File: src/rtl/instr_encoder_loader_if.sv
// Command stream and instruction-memory write bus of the RV32I instruction loader.
// The slave modport is the loader's view; the master modport is the view of
// whoever feeds commands and observes the memory writes.
interface instr_encoder_loader_if #(
    parameter int ADDR_W = 6
) ();
    logic              cmd_valid;
    logic              cmd_ready;
    logic [2:0]        cmd_op;
    logic [4:0]        cmd_rd;
    logic [4:0]        cmd_rs1;
    logic [4:0]        cmd_rs2;
    logic [2:0]        cmd_funct3;
    logic              cmd_f7b5;
    logic [20:0]       cmd_imm;
    logic              cmd_last;
    logic              imem_we;
    logic [ADDR_W-1:0] imem_addr;
    logic [31:0]       imem_wdata;

    modport slave (
        input  cmd_valid, cmd_op, cmd_rd, cmd_rs1, cmd_rs2, cmd_funct3, cmd_f7b5,
               cmd_imm, cmd_last,
        output cmd_ready, imem_we, imem_addr, imem_wdata
    );

    modport master (
        output cmd_valid, cmd_op, cmd_rd, cmd_rs1, cmd_rs2, cmd_funct3, cmd_f7b5,
               cmd_imm, cmd_last,
        input  cmd_ready, imem_we, imem_addr, imem_wdata
    );
endinterface

File: src/rtl/instr_encoder_loader.sv
// Sequential RV32I instruction encoder/loader. Takes one field-level command
// every two cycles, encodes it (lw, sw, R-type, beq, jal, jalr) and writes the
// word to consecutive imem word addresses. Illegal commands are dropped and
// flagged on the sticky err output.
module instr_encoder_loader #(
    parameter int ADDR_W    = 6,
    parameter int BASE_ADDR = 0,
    parameter int DEPTH     = 64
) (
    input  logic                   clk,
    input  logic                   rst_n,
    input  logic                   start,
    instr_encoder_loader_if.slave  bus,
    output logic                   busy,
    output logic                   done,
    output logic                   err,
    output logic [ADDR_W:0]        count
);

    typedef enum logic [1:0] {
        S_IDLE,
        S_LOAD,
        S_WRITE,
        S_DONE
    } state_t;

    localparam logic [ADDR_W-1:0] BASE_C  = ADDR_W'(BASE_ADDR);
    localparam logic [ADDR_W:0]   DEPTH_C = (ADDR_W + 1)'(DEPTH);

    state_t            state_q, state_d;
    logic              cmd_ready_q, cmd_ready_d;
    logic              we_q, we_d;
    logic [ADDR_W-1:0] addr_q, addr_d;
    logic [31:0]       wdata_q, wdata_d;
    logic              busy_q, busy_d;
    logic              done_q, done_d;
    logic              err_q, err_d;
    logic [ADDR_W:0]   count_q, count_d;
    logic              legal_q, legal_d;
    logic              last_q, last_d;

    logic [31:0]       enc_word;
    logic              enc_legal;
    logic [20:0]       imm;
    logic              imm_i_ok;
    logic              imm_b_ok;
    logic [ADDR_W:0]   count_inc;

    // Encode the presented command fields into an instruction word and judge legality.
    always_comb begin
        // NOTE: every always_comb output gets a default first so no path leaves it unassigned and infers a latch.
        enc_word  = '0;
        enc_legal = 1'b0;
        imm       = bus.cmd_imm;
        // 12-bit signed immediates fit when bits 20..11 are a pure sign extension.
        imm_i_ok  = (&imm[20:11]) | ~(|imm[20:11]);
        // beq reaches -4096..4094: bits 20..12 sign-extend and the offset is even.
        imm_b_ok  = ((&imm[20:12]) | ~(|imm[20:12])) & ~imm[0];
        unique case (bus.cmd_op)
            3'd0: begin
                enc_word  = {imm[11:0], bus.cmd_rs1, 3'b010, bus.cmd_rd, 7'b0000011};
                enc_legal = imm_i_ok;
            end
            3'd1: begin
                enc_word  = {imm[11:5], bus.cmd_rs2, bus.cmd_rs1, 3'b010, imm[4:0], 7'b0100011};
                enc_legal = imm_i_ok;
            end
            3'd2: begin
                enc_word  = {1'b0, bus.cmd_f7b5, 5'b00000, bus.cmd_rs2, bus.cmd_rs1,
                             bus.cmd_funct3, bus.cmd_rd, 7'b0110011};
                enc_legal = 1'b1;
            end
            3'd3: begin
                enc_word  = {imm[12], imm[10:5], bus.cmd_rs2, bus.cmd_rs1, 3'b000,
                             imm[4:1], imm[11], 7'b1100011};
                enc_legal = imm_b_ok;
            end
            3'd4: begin
                enc_word  = {imm[20], imm[10:1], imm[11], imm[19:12], bus.cmd_rd, 7'b1101111};
                enc_legal = ~imm[0];
            end
            3'd5: begin
                enc_word  = {imm[11:0], bus.cmd_rs1, 3'b000, bus.cmd_rd, 7'b1100111};
                enc_legal = imm_i_ok;
            end
            default: begin
                enc_word  = '0;
                enc_legal = 1'b0;
            end
        endcase
    end

    // Next-state and next-output computation for the load session FSM.
    always_comb begin
        state_d     = state_q;
        cmd_ready_d = cmd_ready_q;
        we_d        = we_q;
        addr_d      = addr_q;
        wdata_d     = wdata_q;
        busy_d      = busy_q;
        done_d      = done_q;
        err_d       = err_q;
        count_d     = count_q;
        legal_d     = legal_q;
        last_d      = last_q;
        count_inc   = count_q + 1'b1;

        unique case (state_q)
            S_IDLE, S_DONE: begin
                if (start) begin
                    state_d     = S_LOAD;
                    addr_d      = BASE_C;
                    count_d     = '0;
                    err_d       = 1'b0;
                    done_d      = 1'b0;
                    busy_d      = 1'b1;
                    cmd_ready_d = 1'b1;
                end
            end
            S_LOAD: begin
                if (bus.cmd_valid && cmd_ready_q) begin
                    state_d     = S_WRITE;
                    cmd_ready_d = 1'b0;
                    we_d        = enc_legal;
                    wdata_d     = enc_word;
                    legal_d     = enc_legal;
                    last_d      = bus.cmd_last;
                end
            end
            S_WRITE: begin
                we_d = 1'b0;
                if (legal_q) begin
                    addr_d  = addr_q + 1'b1;
                    count_d = count_inc;
                end else begin
                    err_d = 1'b1;
                end
                // Ending on a full count guarantees BASE_ADDR+DEPTH is never written.
                if (last_q || (legal_q && count_inc == DEPTH_C)) begin
                    state_d = S_DONE;
                    busy_d  = 1'b0;
                    done_d  = 1'b1;
                end else begin
                    state_d     = S_LOAD;
                    cmd_ready_d = 1'b1;
                end
            end
            default: begin
                state_d = S_IDLE;
            end
        endcase
    end

    // State and registered outputs; reset aborts any session, including a pending write.
    always_ff @(posedge clk or negedge rst_n) begin
        if (!rst_n) begin
            state_q     <= S_IDLE;
            cmd_ready_q <= 1'b0;
            we_q        <= 1'b0;
            addr_q      <= '0;
            wdata_q     <= '0;
            busy_q      <= 1'b0;
            done_q      <= 1'b0;
            err_q       <= 1'b0;
            count_q     <= '0;
            legal_q     <= 1'b0;
            last_q      <= 1'b0;
        end else begin
            // NOTE: non-blocking assignments so every flop samples pre-edge values regardless of statement order.
            state_q     <= state_d;
            cmd_ready_q <= cmd_ready_d;
            we_q        <= we_d;
            addr_q      <= addr_d;
            wdata_q     <= wdata_d;
            busy_q      <= busy_d;
            done_q      <= done_d;
            err_q       <= err_d;
            count_q     <= count_d;
            legal_q     <= legal_d;
            last_q      <= last_d;
        end
    end

    assign bus.cmd_ready  = cmd_ready_q;
    assign bus.imem_we    = we_q;
    assign bus.imem_addr  = addr_q;
    assign bus.imem_wdata = wdata_q;
    assign busy           = busy_q;
    assign done           = done_q;
    assign err            = err_q;
    assign count          = count_q;

endmodule

File: src/flat_wrapper.sv
// flat-port wrapper written by rule: the top's interface ports become plain ports
module instr_encoder_loader_flat 
#(
    parameter int ADDR_W    = 6,
    parameter int BASE_ADDR = 0,
    parameter int DEPTH     = 64
)
  (clk, rst_n, start, busy, done, err, count, bus_cmd_valid, bus_cmd_op, bus_cmd_rd, bus_cmd_rs1, bus_cmd_rs2, bus_cmd_funct3, bus_cmd_f7b5, bus_cmd_imm, bus_cmd_last, bus_cmd_ready, bus_imem_we, bus_imem_addr, bus_imem_wdata);
  instr_encoder_loader_if #(.ADDR_W(ADDR_W)) bus_i ();
  input  logic clk;
  input  logic rst_n;
  input  logic start;
  output logic busy;
  output logic done;
  output logic err;
  output logic [ADDR_W:0] count;
  input wire logic [$bits(bus_i.cmd_valid)-1:0] bus_cmd_valid;
  input wire logic [$bits(bus_i.cmd_op)-1:0] bus_cmd_op;
  input wire logic [$bits(bus_i.cmd_rd)-1:0] bus_cmd_rd;
  input wire logic [$bits(bus_i.cmd_rs1)-1:0] bus_cmd_rs1;
  input wire logic [$bits(bus_i.cmd_rs2)-1:0] bus_cmd_rs2;
  input wire logic [$bits(bus_i.cmd_funct3)-1:0] bus_cmd_funct3;
  input wire logic [$bits(bus_i.cmd_f7b5)-1:0] bus_cmd_f7b5;
  input wire logic [$bits(bus_i.cmd_imm)-1:0] bus_cmd_imm;
  input wire logic [$bits(bus_i.cmd_last)-1:0] bus_cmd_last;
  output wire logic [$bits(bus_i.cmd_ready)-1:0] bus_cmd_ready;
  output wire logic [$bits(bus_i.imem_we)-1:0] bus_imem_we;
  output wire logic [$bits(bus_i.imem_addr)-1:0] bus_imem_addr;
  output wire logic [$bits(bus_i.imem_wdata)-1:0] bus_imem_wdata;
  assign bus_i.cmd_valid = bus_cmd_valid;
  assign bus_i.cmd_op = bus_cmd_op;
  assign bus_i.cmd_rd = bus_cmd_rd;
  assign bus_i.cmd_rs1 = bus_cmd_rs1;
  assign bus_i.cmd_rs2 = bus_cmd_rs2;
  assign bus_i.cmd_funct3 = bus_cmd_funct3;
  assign bus_i.cmd_f7b5 = bus_cmd_f7b5;
  assign bus_i.cmd_imm = bus_cmd_imm;
  assign bus_i.cmd_last = bus_cmd_last;
  assign bus_cmd_ready = bus_i.cmd_ready;
  assign bus_imem_we = bus_i.imem_we;
  assign bus_imem_addr = bus_i.imem_addr;
  assign bus_imem_wdata = bus_i.imem_wdata;
  instr_encoder_loader #(.ADDR_W(ADDR_W), .BASE_ADDR(BASE_ADDR), .DEPTH(DEPTH)) u_core (.clk(clk), .rst_n(rst_n), .start(start), .bus(bus_i), .busy(busy), .done(done), .err(err), .count(count));
endmodule
File: config.mk
export PLATFORM = sky130hd
export DESIGN_NAME = instr_encoder_loader_flat
export DESIGN_NICKNAME = d
export VERILOG_FILES = /design/src/rtl/instr_encoder_loader_if.sv /design/src/rtl/instr_encoder_loader.sv /design/src/flat_wrapper.sv
export SDC_FILE = /design/constraint.sdc
export NUM_CORES = 1
export LEC_CHECK = 0
export BUFFER_PORTS_ARGS = -buffer_cell sky130_fd_sc_hd__buf_2
export CAP_MARGIN = 20
export CORE_AREA = 2 2 78 80
export CTS_CLUSTER_SIZE = 24
export DETAILED_ROUTE_END_ITERATION = 10
export DIE_AREA = 0 0 80 82
export GPL_TIMING_DRIVEN = 0
export PLACE_DENSITY = 0.85
export RECOVER_POWER = 100
export REMOVE_ABC_BUFFERS = 1
export SLEW_MARGIN = 20
export SYNTH_ARGS = -nofsm -noshare
export SYNTH_HDL_FRONTEND = slang
export SYNTH_SLANG_ARGS = --single-unit
File: constraint.sdc
create_clock -name clk -period 2.4 [get_ports clk]
set_clock_uncertainty 0.15 [all_clocks]
set_input_delay 0 -clock clk [delete_from_list [all_inputs] [get_ports clk]]
set_output_delay 0 -clock clk [all_outputs]
set_load 0.02 [all_outputs]
* Word level (Yosys, flattened, before mapping) *
Cells that the tools add are included.

operators by class
  $add $sub $neg = 2
  eq/ne operators = 15
  mux-type cells = 25
  bitwise logic cells = 6
  reduce and logical (&&, ||, !) cells = 20

operator list
  kind                                            count
  case mux 32 bit (6 select lines)                1
  two-way mux 7 bit                               2
  case mux 7 bit (2 select lines)                 1
  two-way mux 6 bit                               2
  case mux 6 bit (2 select lines)                 1
  AND reduction 3 bit                             4
  AND reduction 10 bit                            1
  OR reduction 10 bit                             1
  AND reduction 9 bit                             1
  OR reduction 9 bit                              1
  two-way mux 1 bit                               8
  case mux 1 bit (2 select lines)                 4
  adder 7 x 1 -> 7 bit (second input constant)    1
  == test 7 bit (second input constant)           1
  adder 6 x 1 -> 6 bit (second input constant)    1
  == test 3 x 2 -> 1 bit (second input constant)  2
  == test 3 bit (second input constant)           2
  two-way mux 2 bit                               3
  != test 2 x 1 -> 1 bit (second input constant)  3
  != test 2 bit (second input constant)           3
  case mux 2 bit (3 select lines)                 1
  AND reduction 2 bit                             3
  == test 2 bit (second input constant)           2
  case mux 1 bit (4 select lines)                 1
  13 further kinds                                18

word-level totals
  register bits after elaboration = 54
  output and inout port bits = 50
  logic and storage cells = 79

* Logic depth before layout (Yosys ltp) *
  depth after elaboration = 7
  depth in mapped cells = 8
  gate-level depth less buffers = 7

* Worst setup path before layout *
Ideal clock, no wire load.

  path type = reg-to-reg
  start = reg u_core.count_q[0], in the netlist u_core.count[0]
  end = reg u_core.cmd_ready_q, in the netlist u_core.bus.cmd_ready
  library setup time = 0.095 ns
  arrival time = 1.892 ns
  data required time = 2.155 ns
  path slack = 0.263 ns
  cell stages (with the launch flop) = 7
  path buffers = 0
  period minus slack after synthesis = 2.137 ns
  cell sequence = dfrtp_1 > ha_1 > xnor2_1 > or4_4 > o2bb2ai_2 > a41o_1 > o31ai_1

between the ends
  longest elaborated chain between the ends = 6

RTL lines
  what                           RTL line                     text
  start: declaration             instr_encoder_loader.sv:38   logic [ADDR_W:0] count_q, count_d;
  start signal: assignment       instr_encoder_loader.sv:178  count_q <= count_d;
  adder 7 x 1 -> 7 bit           instr_encoder_loader.sv:106  count_inc = count_q + 1'b1;
  == test 7 bit                  instr_encoder_loader.sv:139  if (last_q || (legal_q && count_inc == DEPTH_C)) begin
  logical AND 1 bit              instr_encoder_loader.sv:139
  logical OR 1 bit               instr_encoder_loader.sv:139
  != test 2 bit (no line)        --
  AND reduction 3 bit (no line)  --
  end signal: assignment         instr_encoder_loader.sv:171  cmd_ready_q <= cmd_ready_d;
  end: declaration               instr_encoder_loader.sv:31   logic cmd_ready_q, cmd_ready_d;

Every way passes these cells.
A chain may end at the register's enable or synchronous reset.

* Worst setup path in the final report *
  start = reg u_core.state_q[1]
  end = reg u_core.wdata_q[30], in the netlist u_core.bus.imem_wdata[30]

between the ends
  longest elaborated chain between the ends = 2

RTL lines
  what                           RTL line                     text
  start: declaration             instr_encoder_loader.sv:30   state_t state_q, state_d;
  start signal: assignment       instr_encoder_loader.sv:170  state_q <= state_d;
  == test 2 x 1 -> 1 bit         instr_encoder_loader.sv:108  unique case (state_q)
  AND reduction 2 bit (no line)  --
  end signal: assignment         instr_encoder_loader.sv:174  wdata_q <= wdata_d;
  end: declaration               instr_encoder_loader.sv:34   logic [31:0] wdata_q, wdata_d;

Every way passes these cells.

==> run_results.csv <==
group,metric,value,unit
place,io_buffers,97,
yosys,yosys_warnings,0,
place,dp_slack,-0.551,ns
route,wire_per_inst,15.9,um
timing,tightest_slew,1.30,ns
timing,fin_ws,0.143,ns
yosys,netlist-cell-type-count,48,
clocking,clkLatencyLatePin,0.30,ns
yosys,synth-edff-count,0,
die,row_count,28,
place,gp_congestion,0.828,
critical_path,critPathLaunchType,"flop",
power,power_switching,1530,uW
route,via_per_inst,5.66,
yosys,avgSynthCellArea,9.46,sq um
hold_path,hold_depth,4,
cells_and_area,area_growth,35.9,%
cells_and_area,finish.instance_area,3810,sq um
cells_and_area,drive_gt1_share,16.2,%
clocking,clk_pin_slew_worst_paths,0.10,ns
power,comb_power_share,44.6,%
route,num_vias,2864,
die,fp.dieW,80,um
timing,fin_crit,2.26,ns
cells_and_area,multi_input_area,1410,sq um
yosys,synth.yosys.seq_area_share,47.3,%
grt,grt_max_degree,54,
critical_path,crit_end,"u_core.bus.imem_wdata[30]$_DFFE_PN0P_",
route,drc,0,
place,hpwl,4960,um
die,coreArea,5750,sq um
yosys,synth-simple-area-share,16.9,%
critical_path,r2r_start,"u_core.state_q[1]$_DFFE_PN0P_",
yosys,synthMuxAreaShare,2.95,%
clocking,root_buffer,"clkbuf_8",
critical_path,ff2ff_path_depth,7,
yosys,ys_async_sr_fraction,100,%
critical_path,rrSetupSlack,0.14,ns
cells_and_area,layout_common_cells,"dfrtp_1 (53), clkbuf_1 (50), buf_2 (46)",
yosys,synth-compound-area-share,23.3,%
cells_and_area,stdcell_count,506,
cells_and_area,seqCellArea,1330,sq um
grt,grt_use_total,25.1,%
yosys,synth_xor_area_share,2.19,%
die,fp.dieArea,6560,sq um
route,drt_iter0_drc,125,
power,p_leak,0.00178,uW
grt,grt_overflow,0,
cells_and_area,antenna_cells,0,
clocking,tritoncts,"yes",
yosys,ys.flop_type,"dfrtp_1",
run_status,status,"finished clean",
grt,grt_pass1_vias,2850,
critical_path,arrival,2.36,ns
critical_path,cp-startpoint,"u_core.state_q[1]$_DFFE_PN0P_",
yosys,synth_top_family_by_area,"compound AO/OA/AOI/OAI gates",
timing,rsz0062_at_grt,"no",
critical_path,path_class,"flop to flop",
timing,min_period_over_period,94.0,%
clocking,cts_buffers,5,
route,finalWirelength,8020,um
grt,grt_pass1_wl,12900,um
die,initial_core_util,48.8,%
hold_path,hp-class,"input port to flop",
clocking,cts-htree-levels,2,
timing,max-slew-margin-rel,13.3,%
yosys,ys_ff_latch,53,
cells_and_area,fin_nets,487,
power,switching_share,44.2,%
power,vdd_drop_max,0.809,mV
route,drt_first_pass_iters,6,
timing,setup_viol,0,
place,dp.cells,454,
timing,finalHoldViolations,0,
place,placed_area,3330,sq um
die,ios,98,
cells_and_area,layout_commonest_cell,"dfrtp_1",
timing,hold_ws,0.0139,ns
power,p_per_area,913,nW/um^2
power,p_seq_share,40.6,%
critical_path,worstPathMaxFanout,19,
yosys,postSynthCellCount,296,
power,pwr-share-clk,14.9,%
clocking,clock-sinks,53,
power,p_int,1940,uW
route,ant_nets,0,
critical_path,cp-end-kind,"flop",
yosys,synth_area,2800,sq um
flow_run,drv_cap,0,
die,die_h,82,um
clocking,ctsLongestPathBuffers,2,
yosys,synthAdderAreaFrac,4.02,%
critical_path,r2r-end,"u_core.bus.imem_wdata[30]$_DFFE_PN0P_",
critical_path,required,2.50,ns
timing,slew_viol_final,0,
cells_and_area,nFillCells,487,
grt,antenna_found_initial,0,
timing,clock.fmax,443,MHz
critical path: stages (launching register included):
cell and delay (ns):
dfrtp_1 0.39, inv_1 0.10, ha_1 0.33, nand3_4 0.28
or2_4 0.40, nor3_2 0.32, a222oi_1 0.14, inv_1 0.09
logic make-up (layout without fill, tap and decap cells):
kind of cell             after synthesis  count (layout)
AO/OA/AOI/OAI                         95              95
XOR/XNOR                               7               7
adder cells (fa/ha/maj)                9               9
buffers and inverters                 22             156
flip-flops                            53              53
multiplexers                           8               8
AND/OR/NAND/NOR                      102             103
metrics by stage:
step | util [%] | total power [uW] | TNS, ns
6_report | 66.2 | 3470 | 0
3_3_place_gp | 57.8 | 2870 | -26.13
2_1_floorplan | - | 2370 | -2.74
3_5_place_dp | 57.9 | 2910 | -8.06
5_1_grt | 66.2 | 3710 | 0
4_1_cts | 67.4 | 3530 | 0
sequential cells by signal (all words and copies together), names as in the netlist:
signal,cells
u_core.busy,1
u_core.legal_q,1
u_core.state_q,2
u_core.bus.cmd_ready,1
u_core.last_q,1
u_core.bus.imem_wdata,31
u_core.err,1
u_core.bus.imem_addr,6
u_core.count,7
u_core.done,1
u_core.bus.imem_we,1
cells in the mapped netlist, drive strengths merged, types with 8 or more instances:
library cell / instances / area [sq um]
clkbuf: 8 / 31.3
o21ai: 25 / 125
a22o: 14 / 123
a21oi: 18 / 90.1
ha: 9 / 113
inv: 8 / 30.0
nand2: 41 / 154
nand3: 8 / 40.0
a22oi: 10 / 75.1
dfrtp: 53 / 1330
nor2: 26 / 97.6
power groups by stage:
stage / Clock, uW / Combinational (uW) / Sequential, uW
2_1_floorplan: 0 / 632 / 1730
3_3_place_gp: 0 / 1480 / 1380
3_5_place_dp: 0 / 1520 / 1400
4_1_cts: 537 / 1600 / 1390
5_1_grt: 573 / 1700 / 1440
6_report: 516 / 1550 / 1410
routing by layer:
layer	GRT usage, %	up-vias	wire, um
met1	29.2	1366	3130
met2	45.6	134	4100
met5	0	-	0
met3	5.93	15	651
met4	8.14	0	142
li1	-	1349	-
repair_timing:
item                       in CTS  in global routing
pin swaps                       1                  0
setup buffers                   0                  0
setup endpoints to repair      31                 10
cloned                          1                  0
hold endpoints to repair       82                  0
resized for setup               3                  3
hold buffers                   43                  0
area by class of cell:
class	count	area share, %
Clock buffer	5	1.81
Clock inverter	3	0.559
Inverter	8	0.789
Multi-Input combinational cell	222	37.1
Sequential cell	53	34.8
Tap cell	75	2.47
Timing Repair Buffer	140	22.4
how the worst min path moves through the flow:
| stage | from | endpoint | slack [ns] |
|---|---|---|---|
| after floorplan | rst_n | u_core.bus.cmd_ready$_DFFE_PN0P_ | -0.45 |
| after global placement | bus_cmd_imm[10] | u_core.bus.imem_wdata[30]$_DFFE_PN0P_ | 0.06 |
| after detailed placement | rst_n | u_core.count[3]$_DFFE_PN0P_ | -0.07 |
| after CTS | bus_cmd_imm[18] | u_core.bus.imem_wdata[18]$_DFFE_PN0P_ | 0.0009 |
| after global routing | bus_cmd_imm[18] | u_core.bus.imem_wdata[18]$_DFFE_PN0P_ | 0.03 |
| final | bus_cmd_imm[16] | u_core.bus.imem_wdata[16]$_DFFE_PN0P_ | 0.01 |
Power figures use the tool's default switching activity.
